===== src/rtl/clk_gate_ctrl_pkg.sv =====
// ----------------------------------------------------------------------------
// clk_gate_pkg
// Shared definitions for clock-gating controllers: the FSM state encoding
// (also driven on the debug state output), its width and the smallest legal
// wake latency (two synchroniser stages plus the ICG).
// ----------------------------------------------------------------------------
package clk_gate_pkg;

    localparam int CG_STATE_W  = 2;
    localparam int CG_MIN_WAKE = 3;

    localparam logic [CG_STATE_W-1:0] CG_OFF  = 2'd0;
    localparam logic [CG_STATE_W-1:0] CG_WAKE = 2'd1;
    localparam logic [CG_STATE_W-1:0] CG_ON   = 2'd2;

    // Encoding 3 is unused; controllers treat it as illegal and recover to ON.
    typedef enum logic [CG_STATE_W-1:0] {
        ST_OFF  = CG_OFF,
        ST_WAKE = CG_WAKE,
        ST_ON   = CG_ON
    } cg_state_e;

endpackage


===== src/rtl/clk_gate_ctrl_if.sv =====
// ----------------------------------------------------------------------------
// clk_gate_ctrl_if
// Requester/status bundle between a gated domain and its clk_gate_ctrl.
//   req       master->slave  per-requester pending work (level)
//   busy      master->slave  gated domain still working
//   force_on  master->slave  keep the clock running
//   active    slave->master  request to the async gating cell
//   clk_ready slave->master  gated clock guaranteed running
//   state_o   slave->master  controller FSM state (debug)
//   gated_cnt slave->master  cycles spent gated (CLK_GATE_CTRL_STAT_EN only)
//
// Handshake: a requester raises its req bit and holds it until it sees
// clk_ready=1 on a clock edge; only then may it drop req. clk_ready is never
// 1 unless the gated clock is running, so a requester that sees it may start
// using the gated domain in that cycle.
// ----------------------------------------------------------------------------
interface clk_gate_ctrl_if #(
    parameter int REQ_NUM = 4
);
    logic [REQ_NUM-1:0]                  req;
    logic                                busy;
    logic                                force_on;
    logic                                active;
    logic                                clk_ready;
    logic [clk_gate_pkg::CG_STATE_W-1:0] state_o;
`ifdef CLK_GATE_CTRL_STAT_EN
    logic [31:0]                         gated_cnt;

    modport master (output req, busy, force_on,
                    input  active, clk_ready, state_o, gated_cnt);
    modport slave  (input  req, busy, force_on,
                    output active, clk_ready, state_o, gated_cnt);
`else
    modport master (output req, busy, force_on,
                    input  active, clk_ready, state_o);
    modport slave  (input  req, busy, force_on,
                    output active, clk_ready, state_o);
`endif
endinterface


===== src/rtl/clk_gate_ctrl_cnt.sv =====
// ----------------------------------------------------------------------------
// cg_down_counter
// Loadable down counter that saturates at zero (never wraps).
//   clk, rst     clock, synchronous active-high reset (value <= RST_VAL)
//   i_load       load i_load_val (has priority over i_dec)
//   i_load_val   value to load
//   i_dec        decrement by one; ignored when already zero
//   o_value      current count
//   o_zero       count == 0
// ----------------------------------------------------------------------------
module cg_down_counter #(
    parameter int                CNT_W   = 8,
    parameter logic [CNT_W-1:0]  RST_VAL = '0
) (
    input  logic             clk,
    input  logic             rst,
    input  logic             i_load,
    input  logic [CNT_W-1:0] i_load_val,
    input  logic             i_dec,
    output logic [CNT_W-1:0] o_value,
    output logic             o_zero
);
    logic [CNT_W-1:0] r_value;

    always_ff @(posedge clk) begin
        if (rst) begin
            r_value <= RST_VAL;
        end else if (i_load) begin
            r_value <= i_load_val;
        end else if (i_dec && (r_value != '0)) begin
            r_value <= r_value - 1'b1;
        end
    end

    assign o_value = r_value;
    assign o_zero  = (r_value == '0);
endmodule


===== src/rtl/clk_gate_ctrl.sv =====
// ----------------------------------------------------------------------------
// clk_gate_ctrl
// Activity monitor and gating FSM on the free-running raw clock. Drives the
// `active` request of the downstream async gating cell and tells requesters
// when the gated clock is usable. An idle hysteresis (IDLE_CYCLES) avoids
// clock chatter; a wake count (WAKE_CYCLES) covers synchroniser + ICG latency.
//   clk   raw clock (same net as the gating cell's raw clock)
//   rst   synchronous, active-high reset
//   bus   clk_gate_ctrl_if.slave: req/busy/force_on in;
//         active/clk_ready/state_o (and gated_cnt) out, all registered
// Optional feature macro: CLK_GATE_CTRL_STAT_EN adds gated_cnt, a saturating
// count of cycles spent in OFF, cleared only by reset.
// ----------------------------------------------------------------------------
module clk_gate_ctrl
    import clk_gate_pkg::*;
#(
    parameter int REQ_NUM     = 4,
    parameter int IDLE_CYCLES = 16,
    parameter int WAKE_CYCLES = 4,
    parameter int CNT_W       = 8
) (
    input  logic           clk,
    input  logic           rst,
    clk_gate_ctrl_if.slave bus
);
    // Parameter sanity, caught at elaboration.
    if (REQ_NUM < 1) begin : g_chk_req
        $error("clk_gate_ctrl: REQ_NUM must be >= 1");
    end
    if (WAKE_CYCLES < CG_MIN_WAKE) begin : g_chk_wake_min
        $error("clk_gate_ctrl: WAKE_CYCLES below synchroniser+ICG latency");
    end
    if (((IDLE_CYCLES >> CNT_W) != 0) || ((WAKE_CYCLES >> CNT_W) != 0)) begin : g_chk_cnt_w
        $error("clk_gate_ctrl: CNT_W too narrow for IDLE_CYCLES/WAKE_CYCLES");
    end

    localparam logic [CNT_W-1:0] IDLE_LD = CNT_W'(IDLE_CYCLES);
    localparam logic [CNT_W-1:0] WAKE_LD = CNT_W'(WAKE_CYCLES - 1);

    cg_state_e        r_state;
    logic             r_active;
    logic             r_clk_ready;

    logic             w_any_act;
    logic             w_wake_req;
    logic             w_cnt_load;
    logic [CNT_W-1:0] w_cnt_load_val;
    logic             w_cnt_dec;
    logic [CNT_W-1:0] w_cnt_value;
    logic             w_cnt_zero;
    logic             w_cnt_unused;

    assign w_any_act  = (|bus.req) | bus.busy | bus.force_on;
    // busy alone keeps ON alive but never wakes a gated domain.
    assign w_wake_req = (|bus.req) | bus.force_on;

    // One counter serves both the idle hysteresis (ON) and the wake delay
    // (WAKE); the load value is chosen by state.
    always_comb begin
        w_cnt_load     = 1'b0;
        w_cnt_load_val = IDLE_LD;
        w_cnt_dec      = 1'b0;
        case (r_state)
            ST_ON: begin
                if (w_any_act) begin
                    w_cnt_load = 1'b1;
                end else begin
                    w_cnt_dec  = 1'b1;
                end
            end
            ST_OFF: begin
                if (w_wake_req) begin
                    w_cnt_load     = 1'b1;
                    w_cnt_load_val = WAKE_LD;
                end
            end
            ST_WAKE: begin
                if (w_cnt_zero) begin
                    w_cnt_load = 1'b1;
                end else begin
                    w_cnt_dec  = 1'b1;
                end
            end
            default: begin
                w_cnt_load = 1'b1;
            end
        endcase
    end

    cg_down_counter #(
        .CNT_W   (CNT_W),
        .RST_VAL (IDLE_LD)
    ) u_cnt (
        .clk        (clk),
        .rst        (rst),
        .i_load     (w_cnt_load),
        .i_load_val (w_cnt_load_val),
        .i_dec      (w_cnt_dec),
        .o_value    (w_cnt_value),
        .o_zero     (w_cnt_zero)
    );

    // Only the zero flag steers the FSM; the raw count is not needed here.
    assign w_cnt_unused = ^w_cnt_value;

    // active/clk_ready are registered alongside the state so they change on
    // the same edge as the state they describe.
    always_ff @(posedge clk) begin
        if (rst) begin
            r_state     <= ST_ON;
            r_active    <= 1'b1;
            r_clk_ready <= 1'b1;
        end else begin
            case (r_state)
                ST_ON: begin
                    // Activity in the expiry cycle wins: the counter reloads.
                    if (!w_any_act && w_cnt_zero) begin
                        r_state     <= ST_OFF;
                        r_active    <= 1'b0;
                        r_clk_ready <= 1'b0;
                    end
                end
                ST_OFF: begin
                    if (w_wake_req) begin
                        r_state  <= ST_WAKE;
                        r_active <= 1'b1;
                    end
                end
                ST_WAKE: begin
                    // Committed once started: dropped req does not abort.
                    if (w_cnt_zero) begin
                        r_state     <= ST_ON;
                        r_clk_ready <= 1'b1;
                    end
                end
                default: begin
                    r_state     <= ST_ON;
                    r_active    <= 1'b1;
                    r_clk_ready <= 1'b1;
                end
            endcase
        end
    end

    assign bus.active    = r_active;
    assign bus.clk_ready = r_clk_ready;
    assign bus.state_o   = r_state;

`ifdef CLK_GATE_CTRL_STAT_EN
    logic [31:0] r_gated_cnt;

    always_ff @(posedge clk) begin
        if (rst) begin
            r_gated_cnt <= '0;
        end else if ((r_state == ST_OFF) && (r_gated_cnt != 32'hFFFF_FFFF)) begin
            r_gated_cnt <= r_gated_cnt + 32'd1;
        end
    end

    assign bus.gated_cnt = r_gated_cnt;
`endif

endmodule


===== src/flat_wrapper.sv =====
// flat-port wrapper written by rule: the top's interface ports become plain ports
module clk_gate_ctrl_flat import clk_gate_pkg::*;
#(
    parameter int REQ_NUM     = 4,
    parameter int IDLE_CYCLES = 16,
    parameter int WAKE_CYCLES = 4,
    parameter int CNT_W       = 8
)
  (clk, rst, bus_req, bus_busy, bus_force_on, bus_active, bus_clk_ready, bus_state_o);
  clk_gate_ctrl_if #(.REQ_NUM(REQ_NUM)) bus_i ();
  input  logic clk;
  input  logic rst;
  input wire logic [$bits(bus_i.req)-1:0] bus_req;
  input wire logic [$bits(bus_i.busy)-1:0] bus_busy;
  input wire logic [$bits(bus_i.force_on)-1:0] bus_force_on;
  output wire logic [$bits(bus_i.active)-1:0] bus_active;
  output wire logic [$bits(bus_i.clk_ready)-1:0] bus_clk_ready;
  output wire logic [$bits(bus_i.state_o)-1:0] bus_state_o;
  assign bus_i.req = bus_req;
  assign bus_i.busy = bus_busy;
  assign bus_i.force_on = bus_force_on;
  assign bus_active = bus_i.active;
  assign bus_clk_ready = bus_i.clk_ready;
  assign bus_state_o = bus_i.state_o;
  clk_gate_ctrl #(.REQ_NUM(REQ_NUM), .IDLE_CYCLES(IDLE_CYCLES), .WAKE_CYCLES(WAKE_CYCLES), .CNT_W(CNT_W)) u_core (.clk(clk), .rst(rst), .bus(bus_i));
endmodule

===== config.mk =====
export PLATFORM = sky130hd
export DESIGN_NAME = clk_gate_ctrl_flat
export DESIGN_NICKNAME = d
export VERILOG_FILES = /design/src/rtl/clk_gate_ctrl_pkg.sv /design/src/rtl/clk_gate_ctrl_if.sv /design/src/rtl/clk_gate_ctrl_cnt.sv /design/src/rtl/clk_gate_ctrl.sv /design/src/flat_wrapper.sv
export SDC_FILE = /design/constraint.sdc
export NUM_CORES = 1
export LEC_CHECK = 0
export CAP_MARGIN = 10
export CORE_ASPECT_RATIO = 1.25
export CORE_MARGIN = 1.5
export CORE_UTILIZATION = 45
export DETAILED_ROUTE_END_ITERATION = 10
export PLACE_DENSITY = 0.68
export SLEW_MARGIN = 20
export SYNTH_ARGS = -nofsm -noshare
export SYNTH_HDL_FRONTEND = slang
export SYNTH_SLANG_ARGS = --single-unit
export TNS_END_PERCENT = 100

===== constraint.sdc =====
create_clock -name clk -period 2.8 [get_ports clk]
set_input_delay 0.84 -clock clk [delete_from_list [all_inputs] [get_ports clk]]
set_output_delay 0.84 -clock clk [all_outputs]
set_load 0.05 [all_outputs]

==> out/results.txt, run 1 <==
critical-path cell list - clkdlybuf4s50_1
Routed WL - 1910 um
Row Count - 16
Gate power share - 59.4%
cts repair resizes - 0
top_reg_cell synth - dfxtp_1
RR Startpoint - u_core.u_cnt.o_value[0]
clk sink count - 12
critical path capture point type - output port
die width - 40.4 um
syn avg cell area - 8.02 sq um
crit share post-route - 85.3%
# setup viols final - 0
min-delay src - u_core.bus.active
final hold vios - 0
CTS Buffer Depth - 2
utilization after layout - 60.3%
WP data arrival - 1.55 ns
area occupied by registers - 240 sq um
number of synthesized register bits - 12
GR Util All Layers - 21.6%
synth top area cells - dfxtp_1, ha_1, o31ai_1
number of synthesized flops with an enable pin - 0
unrepaired setup endpoints after global routing - false
Max-Cap Viols - 0
HPWL Detailed - 1540 um
WP buf/inv - 1
post-synth top area share - 30.6%
clk root buf - clkbuf_4
routability cong. - 0.758
RR Endpoint - u_core.u_cnt.o_value[0]
status - finished, final reports clean
overall power - 0.951 mW
IO Port Bufs - 11
first-pass GRT wire length - 3000 um
DRC - 0
largest net degree at the start of global routing - 14
fmax - 419 MHz
area occupied by multi-input gates - 519 sq um
Worst Hold Class - flop to flop
WL per Instance - 14.5 um
Clk network pwr share - 15.0%
DIE AREA - 0.00201 sq mm
crit path time final - 2.39 ns
layout cells sized above 1 - 8.77%
n_diodes - 0
vias in the first global route - 739
antenna-violating nets left - 0
CP peak stage delay - 0.84 ns
Fin Hold WS - 0.470 ns
Fin Setup TNS - 0 ns
fraction of registers with async set/reset - 0%
sw frac - 48.6%
WHS Endpoint - u_core.bus.active
H-tree levels - 1
Int Pwr - 0.489 mW
Worst path slowest cell - clkdlybuf4s50_1
hold path depth - 2
Clock Pin Slew Worst Setup and Hold Paths - 0.08 ns
NetSw - 0.463 mW
Setup Skew - 0.00667 ns
Worst-Skew Late Latency - 0.28 ns
# fillers - 165
Worst VDD drop - 618 uV
cts bufs inserted - 3
register area share after synthesis - 30.6%
Reg2Reg Depth - 6
CTS Hold Bufs - 0
critical path's top delay family - buffers and inverters
Final Max Tran Viols - 0
Synth warnings - 0
Setup Fix Bufs, Post-CTS - 0
Pleak - 0.343 nW
Mapped Nets - 112
height of the die - 49.7 um
Vias/cell - 6.23
Yosys top cell by area - dfxtp_1
TritonRoute pass-1 iters - 4
cell area after synthesis - 786 sq um
vias - 822
Area Growth Syn to Fin - 22.9%
WP data required - 1.96 ns
reg-to-reg slack, setup - 0.57 ns
DRT iter0 DRCs - 10
normalized max-slew margin - 53.1%
# nets final - 129
Worst Path Max Fanout - 6
Post-Syn Instances - 98
Cell variety after synth - 30
CP Class - flop to output port
initial antenna violation count - 0
CTS tree - yes
grt total ovfl - 0
I/O pin count - 12
Flop pwr share - 25.6%
Worst-Margin Slew - 0.696 ns
core region area - 0.00160 sq mm
P per Cell Area - 985 mW/mm^2
Initial Utilization - 49.1%
crit start category - flop
-- power by group through the flow --
stage	logic [mW]	registers [mW]	clock network (mW)
after floorplan	0.340	0.312	0
after global placement	0.552	0.248	0
after detailed placement	0.565	0.249	0
after CTS	0.567	0.245	0.146
after global routing	0.617	0.251	0.153
final	0.565	0.244	0.142
-- layout by cell type, fill, tap and decap left out --
master	n
ha_1	6
dfxtp_1	12
clkbuf_4	3
clkbuf_8	1
o31ai_1	8
a31o_2	1
o41ai_1	1
or4_1	7
or3_2	1
nand2_1	9
a211oi_1	1
o211ai_1	1
and2_1	1
nand3_1	4
or4_4	1
o221ai_1	2
o21ai_0	5
nor3_1	3
or3_1	3
a31oi_1	4
a21boi_0	1
nor3b_1	1
o32ai_1	1
or3b_2	1
nor2_1	5
nor4_1	1
clkdlybuf4s50_1	11
a21oi_1	8
inv_1	6
nand4_1	1
buf_4	2
a311oi_1	1
and3_1	1
-- worst max path at each step --
stage / startpoint / to / slack [ns] / depth (start not counted)
after floorplan: u_core.bus.state_o[1] / u_core.u_cnt.o_value[4] / 0.57 / 6
after global placement: bus_req[3] / u_core.u_cnt.o_value[7] / 0.24 / 6
after detailed placement: bus_req[3] / u_core.u_cnt.o_value[3] / 0.22 / 6
after CTS: u_core.bus.state_o[1] / bus_state_o[1] / 0.39 / 1
after global routing: u_core.bus.state_o[1] / bus_state_o[1] / 0.35 / 1
final: u_core.bus.state_o[1] / bus_state_o[1] / 0.41 / 1
-- registers in the layout, summed over array words and instances (netlist names) --
name / count
u_core.bus.active: 1
u_core.bus.clk_ready: 1
u_core.bus.state_o: 2
u_core.u_cnt.o_value: 8
-- kinds of logic (layout without fill, tap and decap cells) --
| logic type | count (synthesis) | after routing | synth area share (%) |
|---|---|---|---|
| flops | 12 | 12 | 30.6 |
| fa+ha+maj | 6 | 6 | 9.55 |
| buf+inv | 7 | 23 | 3.34 |
| simple gates | 39 | 39 | 27.9 |
| compound gates | 34 | 34 | 28.7 |
-- layer usage --
| metal | track usage [%] | wire (um) |
|---|---|---|
| met5 | 0 | 0 |
| met4 | 11.7 | 37 |
| met3 | 4.05 | 25 |
| met2 | 36.0 | 1010 |
| met1 | 24.0 | 846 |
-- final cells by class --
cell class	instances	area share, %
inverter	6	2.33
clock buffer	4	3.76
multi-input combinational	79	53.8
tap	18	2.33
sequential	12	24.9
timing repair buffer	13	13.0
-- cells in the mapped netlist (all sizes together), types with 2 or more instances --
cell / instances
o221ai: 2
a31oi: 4
dfxtp: 12
o21ai: 5
or4: 8
inv: 6
nor3: 3
nand3: 4
ha: 6
o31ai: 8
or3: 4
a21oi: 8
nor2: 5
nand2: 9
-- through the flow --
stage | area (sq um) | setup WS [ns] | cells
2_1_floorplan | 786 | 0.574 | 98
3_3_place_gp | 930 | 0.238 | 128
3_5_place_dp | 930 | 0.222 | 128
4_1_cts | 966 | 0.393 | 132
5_1_grt | 966 | 0.345 | 132
6_report | 966 | 0.413 | 132
(Power assumes the default switching activity.)
==> inputs of run 2 (changes only) <==
GPL_TIMING_DRIVEN = 0   (was default)
MAX_ROUTING_LAYER = met4   (was default)
==> run 2 against run 1 <==
Largest power group unchanged. Utilization down 0.70 points. Final cell count down 0.76%. Cell area decreased by 1.2%. Critical path type is now input pin to flop.
==> out/results.txt, run 2 (synthesis gave the netlist of run 1 again) <==
Area Growth Syn to Fin - 21.5%
vias - 803
# fillers - 162
crit share post-route - 92.8%
Initial Utilization - 49.1%
WHS Endpoint - u_core.bus.active
height of the die - 49.7 um
overall power - 0.938 mW
routability cong. - 0.833
Worst path slowest cell - or4_1
Final Max Tran Viols - 0
Reg2Reg Depth - 6
cts bufs inserted - 3
RR Startpoint - u_core.u_cnt.o_value[0]
Largest register FFs - 8
final hold vios - 0
Gate power share - 59.1%
antenna-violating nets left - 0
hold path depth - 2
critical path capture point type - flop
initial antenna violation count - 0
sw frac - 48.2%
grt total ovfl - 0
NetSw - 0.452 mW
Row Count - 16
Clock Pin Slew Worst Setup and Hold Paths - 0.08 ns
reg-to-reg slack, setup - 0.65 ns
largest net degree at the start of global routing - 11
# nets final - 128
Flop pwr share - 26.0%
Worst-Margin Slew - 0.739 ns
Int Pwr - 0.486 mW
most frequent cells in the layout - dfxtp_1, clkdlybuf4s50_1, nand2_1
DRC - 0
TritonRoute pass-1 iters - 5
CTS Hold Bufs - 0
unrepaired setup endpoints after global routing - false
clk root buf - clkbuf_4
WL per Instance - 13.8 um
crit start category - input pin
Vias/cell - 6.13
HPWL Detailed - 1440 um
Max-Cap Viols - 0
critical-path cell list - clkdlybuf4s50_1 -> nor3_1 -> a31oi_1 -> clkbuf_1 -> or4_1 -> a21oi_1
Pleak - 0.335 nW
normalized max-slew margin - 50.3%
DIE AREA - 0.00201 sq mm
n_diodes - 0
vias in the first global route - 745
min-delay src - u_core.bus.active
Setup Skew - 0.00908 ns
Worst VDD drop - 547 uV
fmax - 385 MHz
status - finished, final reports clean
WP data arrival - 2.81 ns
WP data required - 3.01 ns
GR Util All Layers - 22.1%
core region area - 0.00160 sq mm
cts repair resizes - 0
# setup viols final - 0
RR Endpoint - u_core.u_cnt.o_value[0]
CP peak stage delay - 0.53 ns
first-pass GRT wire length - 3090 um
clk sink count - 12
crit path time final - 2.60 ns
Setup Fix Bufs, Post-CTS - 0
commonest non-fill, non-tap cell in the layout - dfxtp_1
layout cells sized above 1 - 7.08%
WP buf/inv - 2
Fin Setup TNS - 0 ns
I/O pin count - 12
CTS tree - yes
H-tree levels - 1
Worst Hold Class - flop to flop
critical path's top delay family - simple AND/OR/NAND/NOR gates
Routed WL - 1810 um
Worst-Skew Late Latency - 0.28 ns
DRT iter0 DRCs - 11
Worst Path Max Fanout - 10
CP Class - input pin to flop
P per Cell Area - 982 mW/mm^2
CTS Buffer Depth - 2
Clk network pwr share - 14.9%
IO Port Bufs - 11
die width - 40.4 um
run 2: cell count changes in the layout (fill, tap and decap cells not counted), sizes merged:
cell | before | now
clkbuf | 4 | 5
buf | 2 | 0
run 2: how the worst max path moves through the flow:
stage / to / slack [ns] / start / depth (start not counted)
2_1_floorplan: u_core.u_cnt.o_value[4] / 0.57 / u_core.bus.state_o[1] / 6
3_3_place_gp: u_core.u_cnt.o_value[7] / -0.07 / bus_req[1] / 6
3_5_place_dp: u_core.u_cnt.o_value[7] / -0.09 / bus_req[1] / 6
4_1_cts: u_core.u_cnt.o_value[7] / 0.20 / bus_req[1] / 6
5_1_grt: u_core.u_cnt.o_value[7] / 0.03 / bus_req[1] / 6
6_report: u_core.u_cnt.o_value[7] / 0.20 / bus_req[1] / 6
run 2: layout make-up:
cell class              count  area, sq um  area share (%)
multi-input cells          79          519            54.4
flip-flops and latches     12          240            25.2
repair buffers             11          110            11.5
clock buffers               4         36.3            3.80
inverters                   6         22.5            2.36
well taps                  18         22.5            2.36
plain buffers               1         3.75           0.393
run 2: per-stage QoR:
stage / cells / area, sq um / util [%] / setup WS [ns] / hold slack (ns)
finish: 131 / 955 / 59.6 / 0.202 / 0.459
global placement: 127 / 918 / 57.3 / -0.0660 / 0.442
CTS: 131 / 955 / 59.6 / 0.195 / 0.465
detailed placement: 127 / 918 / 57.3 / -0.0931 / 0.449
floorplan: 98 / 786 / - / 0.574 / 0.461
global route: 131 / 955 / 59.6 / 0.0309 / 0.491
run 2: power by group through the flow:
stage / Combinational (mW) / Sequential [mW] / Clock [mW]
final: 0.554 / 0.244 / 0.140
after floorplan: 0.340 / 0.312 / 0
after detailed placement: 0.549 / 0.248 / 0
after CTS: 0.553 / 0.244 / 0.142
after global routing: 0.616 / 0.251 / 0.151
after global placement: 0.548 / 0.247 / 0
run 2: layer usage:
layer | track usage (%) | share of wire (%) | routed length (um)
met1 | 26.5 | 46 | 832
met4 | 8.33 | 1.7 | 31
met5 | - | 0 | 0
met2 | 34.9 | 51 | 921
met3 | 4.05 | 1.5 | 28
run 2: worst min-delay path: stages (launching register included):
cell and delay (ns):
dfxtp_1 0.32, o41ai_1 0.06, nand2_1 0.05
